--- src/rtl/bcd_disp_pkg.sv ---
// Shared types and constants for the BCD conversion / 7-segment display block.
// Segment encoding is {g,f,e,d,c,b,a}. The segments are active low, so a 0 bit lights that segment.
package bcd_disp_pkg;

    typedef enum logic [1:0] {
        IDLE  = 2'd0,
        SHIFT = 2'd1,
        DONE  = 2'd2
    } state_t;

    localparam logic [6:0] SEG_BLANK = 7'h7F;
    localparam logic [6:0] SEG_ZERO  = 7'h40;

    // Glyphs for 0-9. Codes A-F never occur in valid BCD, so they show blank.
    localparam logic [15:0][6:0] SEG_TABLE = {
        SEG_BLANK, SEG_BLANK, SEG_BLANK, SEG_BLANK, SEG_BLANK, SEG_BLANK,
        7'h10, 7'h00, 7'h78, 7'h02, 7'h12,
        7'h19, 7'h30, 7'h24, 7'h79, SEG_ZERO
    };

endpackage

--- src/rtl/seg7_decoder.sv ---
// Converts one BCD digit to an active-low 7-segment pattern.
// When the blank input is asserted, every segment is turned off.
module seg7_decoder
    import bcd_disp_pkg::*;
(
    input  logic [3:0] digit_i,
    input  logic       blank_i,
    output logic [6:0] seg_o
);

    // Blanking takes priority over the glyph lookup.
    always_comb begin
        seg_o = blank_i ? SEG_BLANK : SEG_TABLE[digit_i];
    end

endmodule

--- src/rtl/bcd_hex_display.sv ---
// Converts the stopwatch's binary count to BCD with a sequential double-dabble (one shift per clock).
// It then drives six active-low 7-segment displays.
// Optional feature: define LEADING_ZERO_BLANK_EN to blank leading zeros on HEX5..HEX1.
// The hex0_o..hex5_o ports assume DIGITS == 6.
module bcd_hex_display
    import bcd_disp_pkg::*;
#(
    parameter int WIDTH  = 20,
    parameter int DIGITS = 6
) (
    input  logic                  clk_i,
    input  logic                  rst_i,
    input  logic [WIDTH-1:0]      bin_i,
    input  logic                  load_i,
    output logic                  busy_o,
    output logic                  done_o,
    output logic                  overflow_o,
    output logic [4*DIGITS-1:0]   bcd_o,
    output logic [6:0]            hex0_o,
    output logic [6:0]            hex1_o,
    output logic [6:0]            hex2_o,
    output logic [6:0]            hex3_o,
    output logic [6:0]            hex4_o,
    output logic [6:0]            hex5_o
);

    localparam int SW = 4 * (DIGITS + 1);
    localparam int CW = $clog2(WIDTH);

`ifdef LEADING_ZERO_BLANK_EN
    localparam logic [DIGITS-1:0][6:0] HEX_RESET = {{(DIGITS-1){SEG_BLANK}}, SEG_ZERO};
`else
    localparam logic [DIGITS-1:0][6:0] HEX_RESET = {DIGITS{SEG_ZERO}};
`endif

    state_t                    state_q, state_d;
    logic [CW-1:0]             count_q, count_d;
    logic [WIDTH-1:0]          binShift_q, binShift_d;
    logic [SW-1:0]             scratch_q, scratch_d;
    logic                      busy_q, busy_d;
    logic                      done_q, done_d;
    logic                      overflow_q, overflow_d;
    logic [4*DIGITS-1:0]       bcd_q, bcd_d;
    logic [DIGITS-1:0][6:0]    hex_q, hex_d;

    logic [SW-1:0]             adjusted;
    logic [SW+WIDTH-1:0]       shifted;
    logic                      resultOverflow;
    logic [4*DIGITS-1:0]       resultBcd;
    logic [DIGITS-1:0]         blank;
    logic [DIGITS-1:0][6:0]    segNext;

    // Add-3 correction on every scratch digit >= 5, then shift the whole scratch/binary pair left by one.
    always_comb begin
        adjusted = scratch_q;
        for (int i = 0; i < DIGITS + 1; i++) begin
            if (scratch_q[4*i +: 4] >= 4'd5) begin
                adjusted[4*i +: 4] = scratch_q[4*i +: 4] + 4'd3;
            end
        end
        shifted = {adjusted, binShift_q} << 1;
    end

    // The extra top digit being non-zero means the value does not fit, so the result saturates to all nines.
    always_comb begin
        resultOverflow = (scratch_q[SW-1 -: 4] != 4'd0);
        resultBcd      = resultOverflow ? {DIGITS{4'h9}} : scratch_q[4*DIGITS-1:0];
    end

    // A display is blanked only when it and every digit above it are zero; HEX0 always shows its digit.
    always_comb begin
        blank = '0;
`ifdef LEADING_ZERO_BLANK_EN
        for (int i = 1; i < DIGITS; i++) begin
            blank[i] = 1'b1;
            for (int j = i; j < DIGITS; j++) begin
                if (resultBcd[4*j +: 4] != 4'd0) begin
                    blank[i] = 1'b0;
                end
            end
        end
`endif
    end

    genvar g;
    generate
        for (g = 0; g < DIGITS; g++) begin : gDecode
            seg7_decoder uDecoder (
                .digit_i (resultBcd[4*g +: 4]),
                .blank_i (blank[g]),
                .seg_o   (segNext[g])
            );
        end
    endgenerate

    // Next-state and datapath logic: capture in IDLE, shift WIDTH times, then publish the result in DONE.
    always_comb begin
        state_d    = state_q;
        count_d    = count_q;
        binShift_d = binShift_q;
        scratch_d  = scratch_q;
        busy_d     = busy_q;
        done_d     = 1'b0;
        overflow_d = overflow_q;
        bcd_d      = bcd_q;
        hex_d      = hex_q;
        case (state_q)
            IDLE: begin
                if (load_i) begin
                    binShift_d = bin_i;
                    scratch_d  = '0;
                    count_d    = '0;
                    busy_d     = 1'b1;
                    state_d    = SHIFT;
                end
            end
            SHIFT: begin
                {scratch_d, binShift_d} = shifted;
                count_d = count_q + CW'(1);
                if (count_q == CW'(WIDTH - 1)) begin
                    state_d = DONE;
                end
            end
            DONE: begin
                bcd_d      = resultBcd;
                overflow_d = resultOverflow;
                hex_d      = segNext;
                done_d     = 1'b1;
                busy_d     = 1'b0;
                state_d    = IDLE;
            end
            default: begin
                busy_d  = 1'b0;
                state_d = IDLE;
            end
        endcase
    end

    // State and output registers. Reset aborts any in-flight conversion without producing a Done pulse.
    always_ff @(posedge clk_i) begin
        if (rst_i) begin
            state_q    <= IDLE;
            count_q    <= '0;
            binShift_q <= '0;
            scratch_q  <= '0;
            busy_q     <= 1'b0;
            done_q     <= 1'b0;
            overflow_q <= 1'b0;
            bcd_q      <= '0;
            hex_q      <= HEX_RESET;
        end else begin
            state_q    <= state_d;
            count_q    <= count_d;
            binShift_q <= binShift_d;
            scratch_q  <= scratch_d;
            busy_q     <= busy_d;
            done_q     <= done_d;
            overflow_q <= overflow_d;
            bcd_q      <= bcd_d;
            hex_q      <= hex_d;
        end
    end

    assign busy_o     = busy_q;
    assign done_o     = done_q;
    assign overflow_o = overflow_q;
    assign bcd_o      = bcd_q;
    assign hex0_o     = hex_q[0];
    assign hex1_o     = hex_q[1];
    assign hex2_o     = hex_q[2];
    assign hex3_o     = hex_q[3];
    assign hex4_o     = hex_q[4];
    assign hex5_o     = hex_q[5];

endmodule
--- config.mk ---
export PLATFORM = sky130hd
export DESIGN_NAME = bcd_hex_display
export DESIGN_NICKNAME = d
export VERILOG_FILES = /design/src/rtl/bcd_disp_pkg.sv /design/src/rtl/seg7_decoder.sv /design/src/rtl/bcd_hex_display.sv
export SDC_FILE = /design/constraint.sdc
export NUM_CORES = 1
export LEC_CHECK = 0
export BUFFER_PORTS_ARGS = -buffer_cell sky130_fd_sc_hd__buf_2
export CAP_MARGIN = 30
export CORE_MARGIN = 1.5
export CORE_UTILIZATION = 25
export CTS_CLUSTER_SIZE = 20
export DETAILED_ROUTE_END_ITERATION = 8
export PLACE_DENSITY = 0.5
export SLEW_MARGIN = 20
export SYNTH_ARGS = -nofsm -noshare
export SYNTH_HDL_FRONTEND = slang
export SYNTH_SLANG_ARGS = --single-unit
--- constraint.sdc ---
create_clock -name clk_i -period 2.6 [get_ports clk_i]
set_input_delay 0.52 -clock clk_i [delete_from_list [all_inputs] [get_ports clk_i]]
set_output_delay 0.52 -clock clk_i [all_outputs]
set_load 0.03 [all_outputs]
==> run_summary.xml <==
<?xml version="1.0" encoding="UTF-8"?>
<metrics>
  <group name="status">
    <metric name="outcome" unit="">complete, no violations</metric>
  </group>
  <group name="hold_path">
    <metric name="hold-path-cell-count" unit="">3</metric>
    <metric name="worst_hold_path.endpoint" unit="">binShift_q[0]$_SDFFE_PP0P_</metric>
    <metric name="worst_hold_path_type" unit="">primary input to register</metric>
    <metric name="worstHoldStart" unit="">bin_i[0]</metric>
  </group>
  <group name="timing">
    <metric name="final.period_utilization" unit="%">89.9</metric>
    <metric name="setup_ws" unit="ns">0.262</metric>
    <metric name="unrepaired_setup_endpoints_after_global_routing" unit="">false</metric>
    <metric name="max_freq" unit="GHz">0.428</metric>
    <metric name="finalSetupViolations" unit="">0</metric>
    <metric name="maxSlewHeadroom" unit="%">60.2</metric>
    <metric name="period_needed" unit="ns">2.34</metric>
    <metric name="timing.final.max_slew_violations" unit="">0</metric>
    <metric name="hold_viol" unit="">0</metric>
    <metric name="skew" unit="ns">0.0112</metric>
    <metric name="totalNegativeSetupSlack" unit="ns">0</metric>
    <metric name="worst_slew_pin_slew" unit="ns">0.597</metric>
  </group>
  <group name="power">
    <metric name="share_seq_of_total_power" unit="%">42.6</metric>
    <metric name="leakage" unit="nW">3.14</metric>
    <metric name="ir_worst_vdd" unit="µV">315</metric>
    <metric name="clock_power_share" unit="%">53.4</metric>
    <metric name="intPower" unit="W">0.00345</metric>
    <metric name="switching_power" unit="W">0.00114</metric>
    <metric name="power.share.combinational" unit="%">4.0</metric>
    <metric name="switching_power_as_a_share_of_total_power" unit="%">24.9</metric>
    <metric name="total_power_per_unit_cell_area" unit="mW/mm²">605</metric>
  </group>
  <group name="drt">
    <metric name="wl_per_cell" unit="µm">13.7</metric>
    <metric name="maxUsedRoutingLayer" unit="">met4</metric>
    <metric name="routed-via-count" unit="">5192</metric>
    <metric name="wl_met3" unit="µm">716</metric>
    <metric name="drt_wl_total" unit="mm">15.6</metric>
    <metric name="drt_first_iter_violations" unit="">412</metric>
    <metric name="post_dr_vias_cell" unit="">4.56</metric>
    <metric name="met1Wirelength" unit="mm">8.27</metric>
    <metric name="ant_nets" unit="">0</metric>
    <metric name="met2_wirelength" unit="mm">6.45</metric>
    <metric name="firstDrtPassIters" unit="">5</metric>
    <metric name="detail_route.drc_violations" unit="">0</metric>
  </group>
  <group name="clock_tree">
    <metric name="clock-root-buffer" unit="">sky130_fd_sc_hd__clkbuf_16</metric>
    <metric name="cts_resized" unit="">0</metric>
    <metric name="clk_latency" unit="ns">0.42</metric>
    <metric name="path_clk_slew" unit="ns">0.06</metric>
    <metric name="clock_tree_from_tritoncts" unit="">yes</metric>
    <metric name="cts-buffers-inserted" unit="">17</metric>
    <metric name="cts.sink_count" unit="">124</metric>
    <metric name="hold_buffers" unit="">0</metric>
    <metric name="cts_max_path_buffers" unit="">2</metric>
    <metric name="post-cts-setup-buffers" unit="">0</metric>
    <metric name="htreeDepth" unit="">4</metric>
  </group>
  <group name="die">
    <metric name="ioPinCount" unit="">92</metric>
    <metric name="design.die.area" unit="mm²">0.0256</metric>
    <metric name="start_util" unit="%">25.4</metric>
    <metric name="die_height" unit="µm">160</metric>
    <metric name="area_of_the_core" unit="mm²">0.0242</metric>
    <metric name="die_x" unit="µm">160</metric>
    <metric name="fp-row-count" unit="">57</metric>
  </group>
  <group name="global_route">
    <metric name="largest_net_degree_at_the_start_of_global_routing" unit="">64</metric>
    <metric name="grt_first_pass_wirelength" unit="mm">25.9</metric>
    <metric name="grt_pass1_vias" unit="">4861</metric>
    <metric name="initial_antenna_violation_count" unit="">0</metric>
    <metric name="grt_overflow" unit="">0</metric>
    <metric name="grt_use_total" unit="%">12.6</metric>
  </group>
  <group name="logic_synthesis">
    <metric name="ys_ff_latch" unit="">124</metric>
    <metric name="synth_warnings" unit="">0</metric>
    <metric name="netlist_instances" unit="">726</metric>
    <metric name="avgSynthCellArea" unit="µm²">8.48</metric>
    <metric name="syn_nets" unit="">795</metric>
    <metric name="yosys.cell_types.count" unit="">42</metric>
    <metric name="seq_area_frac_synth" unit="%">40.3</metric>
    <metric name="synthesis.area" unit="mm²">0.00616</metric>
  </group>
  <group name="critical_path">
    <metric name="critical_path.top_delay_family" unit="">simple AND/OR/NAND/NOR gates</metric>
    <metric name="endpoint_kind" unit="">register</metric>
    <metric name="crit_type" unit="">register to register</metric>
    <metric name="crit_chain" unit="">inv_1 &gt; ha_1 &gt; or3b_4 &gt; nor2_1 &gt; inv_1 &gt; ha_1 &gt; o21ai_0 &gt; o21ai_0 &gt; a221o_1</metric>
    <metric name="crit_slowest_cell" unit="">sky130_fd_sc_hd__or3b_4</metric>
    <metric name="worst_r2r_start" unit="">scratch_q[24]$_SDFFE_PP0P_</metric>
    <metric name="reg2reg_setup_slack" unit="ns">0.26</metric>
    <metric name="reg2reg_to" unit="">hex0_o[6]$_SDFFE_PP1P_</metric>
    <metric name="crit_path_buffers_inverters" unit="">2</metric>
    <metric name="critical_path_peak_fanout" unit="">17</metric>
    <metric name="worst_r2r_path_depth" unit="">9</metric>
    <metric name="worst-endpoint-required" unit="ns">2.91</metric>
    <metric name="cp_slowest_stage_delay" unit="ns">0.55</metric>
    <metric name="signal_arrival_time_at_the_worst_endpoint" unit="ns">2.65</metric>
    <metric name="worstSetupStartpointType" unit="">register</metric>
  </group>
  <group name="layout">
    <metric name="antenna_cells_inserted" unit="">0</metric>
    <metric name="final_standard_cell_count_with_taps_included_and_fillers_excluded" unit="">1139</metric>
    <metric name="design_area" unit="mm²">0.00759</metric>
    <metric name="finalNetCount" unit="">871</metric>
    <metric name="layout-drive-gt1-share" unit="%">20.4</metric>
    <metric name="final_core_util" unit="%">31.3</metric>
    <metric name="area_growth_syn_to_layout" unit="%">23.3</metric>
  </group>
  <group name="place">
    <metric name="finalWeightedCongestion" unit="">0.745</metric>
    <metric name="cell_total_after_placement" unit="">1107</metric>
    <metric name="buffer_ports.inserted" unit="">91</metric>
    <metric name="detailed_place.area" unit="mm²">0.00699</metric>
    <metric name="post-place-ws" unit="ns">0.261</metric>
    <metric name="dp_hpwl" unit="mm">10.5</metric>
  </group>
  <group name="run">
    <metric name="max_cap_violations" unit="">0</metric>
  </group>
</metrics>
cells in the mapped netlist:
library cell | n | area share (%)
sky130_fd_sc_hd__dfxtp_1 | 124 | 40
sky130_fd_sc_hd__nor2_1 | 113 | 6.9
sky130_fd_sc_hd__nand2_1 | 51 | 3.1
sky130_fd_sc_hd__ha_1 | 46 | 9.3
sky130_fd_sc_hd__o21ai_0 | 44 | 3.6
sky130_fd_sc_hd__inv_1 | 41 | 2.5
sky130_fd_sc_hd__clkbuf_1 | 39 | 2.4
sky130_fd_sc_hd__a21oi_1 | 34 | 2.8
sky130_fd_sc_hd__nor3_1 | 31 | 2.5
sky130_fd_sc_hd__a211oi_1 | 30 | 3.7
sky130_fd_sc_hd__nor4_1 | 18 | 1.8
sky130_fd_sc_hd__xnor2_1 | 13 | 1.8
sky130_fd_sc_hd__a221o_1 | 12 | 2.0
sky130_fd_sc_hd__nand2b_1 | 12 | 1.2
sky130_fd_sc_hd__a311oi_1 | 11 | 1.6
sky130_fd_sc_hd__mux2i_1 | 11 | 1.8
sky130_fd_sc_hd__buf_2 | 10 | 0.81
sky130_fd_sc_hd__nand3_1 | 10 | 0.81
sky130_fd_sc_hd__a22o_1 | 8 | 1.1
sky130_fd_sc_hd__a32o_1 | 7 | 1.1
sky130_fd_sc_hd__o22ai_1 | 7 | 0.71
sky130_fd_sc_hd__o31ai_1 | 7 | 0.85
sky130_fd_sc_hd__o32ai_1 | 6 | 0.85
sky130_fd_sc_hd__xor2_1 | 6 | 0.85
sky130_fd_sc_hd__a211oi_4 | 5 | 1.6
sky130_fd_sc_hd__nor2_4 | 5 | 0.91
sky130_fd_sc_hd__buf_1 | 4 | 0.24
sky130_fd_sc_hd__or2_2 | 3 | 0.30
sky130_fd_sc_hd__mux2_2 | 2 | 0.37
sky130_fd_sc_hd__nand4_1 | 2 | 0.20
sky130_fd_sc_hd__nor2_2 | 2 | 0.20
sky130_fd_sc_hd__nor3b_1 | 2 | 0.24
sky130_fd_sc_hd__a22oi_1 | 1 | 0.12
sky130_fd_sc_hd__a41oi_1 | 1 | 0.14
sky130_fd_sc_hd__and2b_1 | 1 | 0.12
sky130_fd_sc_hd__buf_6 | 1 | 0.18
sky130_fd_sc_hd__nand4bb_1 | 1 | 0.18
sky130_fd_sc_hd__nor2b_1 | 1 | 0.10
sky130_fd_sc_hd__nor3_2 | 1 | 0.16
sky130_fd_sc_hd__o21ai_1 | 1 | 0.081
sky130_fd_sc_hd__o21ba_2 | 1 | 0.16
sky130_fd_sc_hd__or3b_4 | 1 | 0.18
cell type report:
cell class              count  area [µm²]
clock buffers              17         425
repair buffers            111         633
fillers                  2588       16700
inverters                  41         154
well taps                 324         405
clock inverters            15         179
flip-flops and latches    124        2480
multi-input cells         507        3310
stage by stage:
step	hold slack, ns	power, W
after floorplan	0.425	0.00212
after global placement	0.437	0.00218
after detailed placement	0.445	0.00218
after CTS	0.318	0.00466
after global routing	0.330	0.00478
final	0.341	0.00459
sequential cells by signal, summed over array words and instances, names as in the netlist, 5 cells and up:
name and count:
hex5_o 7, hex2_o 7, hex1_o 7, hex4_o 7, binShift_q 20, count_q 5
bcd_o 24, hex3_o 7, scratch_q 28, hex0_o 7
worst max-delay path by stage:
stage | from | end | slack [ns] | depth (start not counted)
after floorplan | scratch_q[24]$_SDFFE_PP0P_ | hex2_o[0]$_SDFFE_PP0P_ | 0.30 | 10
after global placement | scratch_q[24]$_SDFFE_PP0P_ | hex4_o[6]$_SDFFE_PP1P_ | 0.29 | 9
after detailed placement | scratch_q[24]$_SDFFE_PP0P_ | hex4_o[6]$_SDFFE_PP1P_ | 0.26 | 9
after CTS | scratch_q[24]$_SDFFE_PP0P_ | hex4_o[6]$_SDFFE_PP1P_ | 0.25 | 9
after global routing | scratch_q[24]$_SDFFE_PP0P_ | hex1_o[5]$_SDFFE_PP0P_ | 0.03 | 10
final | scratch_q[24]$_SDFFE_PP0P_ | hex0_o[6]$_SDFFE_PP1P_ | 0.26 | 9
cells in the final DEF (no fill, tap or decap), types with 7 or more instances in the layout:
master                      count
sky130_fd_sc_hd__o22ai_1        7
sky130_fd_sc_hd__a21oi_1       34
sky130_fd_sc_hd__a221o_1       12
sky130_fd_sc_hd__mux2i_1       11
sky130_fd_sc_hd__dfxtp_1      124
sky130_fd_sc_hd__a22o_1         8
sky130_fd_sc_hd__clkbuf_16     17
sky130_fd_sc_hd__nand2b_1      11
sky130_fd_sc_hd__xnor2_1       13
sky130_fd_sc_hd__o31ai_1        7
sky130_fd_sc_hd__a211oi_1      30
sky130_fd_sc_hd__nor2_1       113
sky130_fd_sc_hd__a32o_1         7
sky130_fd_sc_hd__o21ai_0       44
sky130_fd_sc_hd__nand2_1       51
sky130_fd_sc_hd__nand3_1       10
sky130_fd_sc_hd__inv_1         41
sky130_fd_sc_hd__buf_4         19
sky130_fd_sc_hd__ha_1          46
sky130_fd_sc_hd__a311oi_1      11
sky130_fd_sc_hd__nor3_1        31
sky130_fd_sc_hd__buf_2         90
sky130_fd_sc_hd__nor4_1        18
per-layer routing:
| layer | up-vias | GRT usage [%] |
|---|---|---|
| met2 | 100 | 17.5 |
| met1 | 2385 | 18.3 |
| li1 | 2692 | - |
| met5 | - | 0 |
| met3 | 15 | 3.27 |
| met4 | 0 | 4.59 |
kinds of logic after synthesis:
kind of cell | share of synthesized area (%)
adder cells (fa/ha/maj) | 9.35
AO/OA/AOI/OAI | 20.3
XOR/XNOR | 2.70
flip-flops | 40.3
multiplexers | 2.15
AND/OR/NAND/NOR | 19.0
buffers and inverters | 6.12
worst register-to-register path, delay by kind of cell (launching register included):
family                   cells  cell delay [ns]
AO/OA/AOI/OAI                3             0.57
adder cells (fa/ha/maj)      2             0.40
buffers and inverters        2             0.20
flip-flops                   1             0.31
AND/OR/NAND/NOR              2             0.75
power groups by stage:
| stage | registers, W | clock network [W] | logic [W] |
|---|---|---|---|
| final | 0.00196 | 0.00245 | 0.000183 |
| after global routing | 0.00196 | 0.00262 | 0.000206 |
| after CTS | 0.00196 | 0.00251 | 0.000186 |
| after detailed placement | 0.00200 | 0 | 0.000185 |
| after global placement | 0.00200 | 0 | 0.000185 |
| after floorplan | 0.00199 | 0 | 0.000121 |
Note: power is estimated with default switching activity, not from simulation.
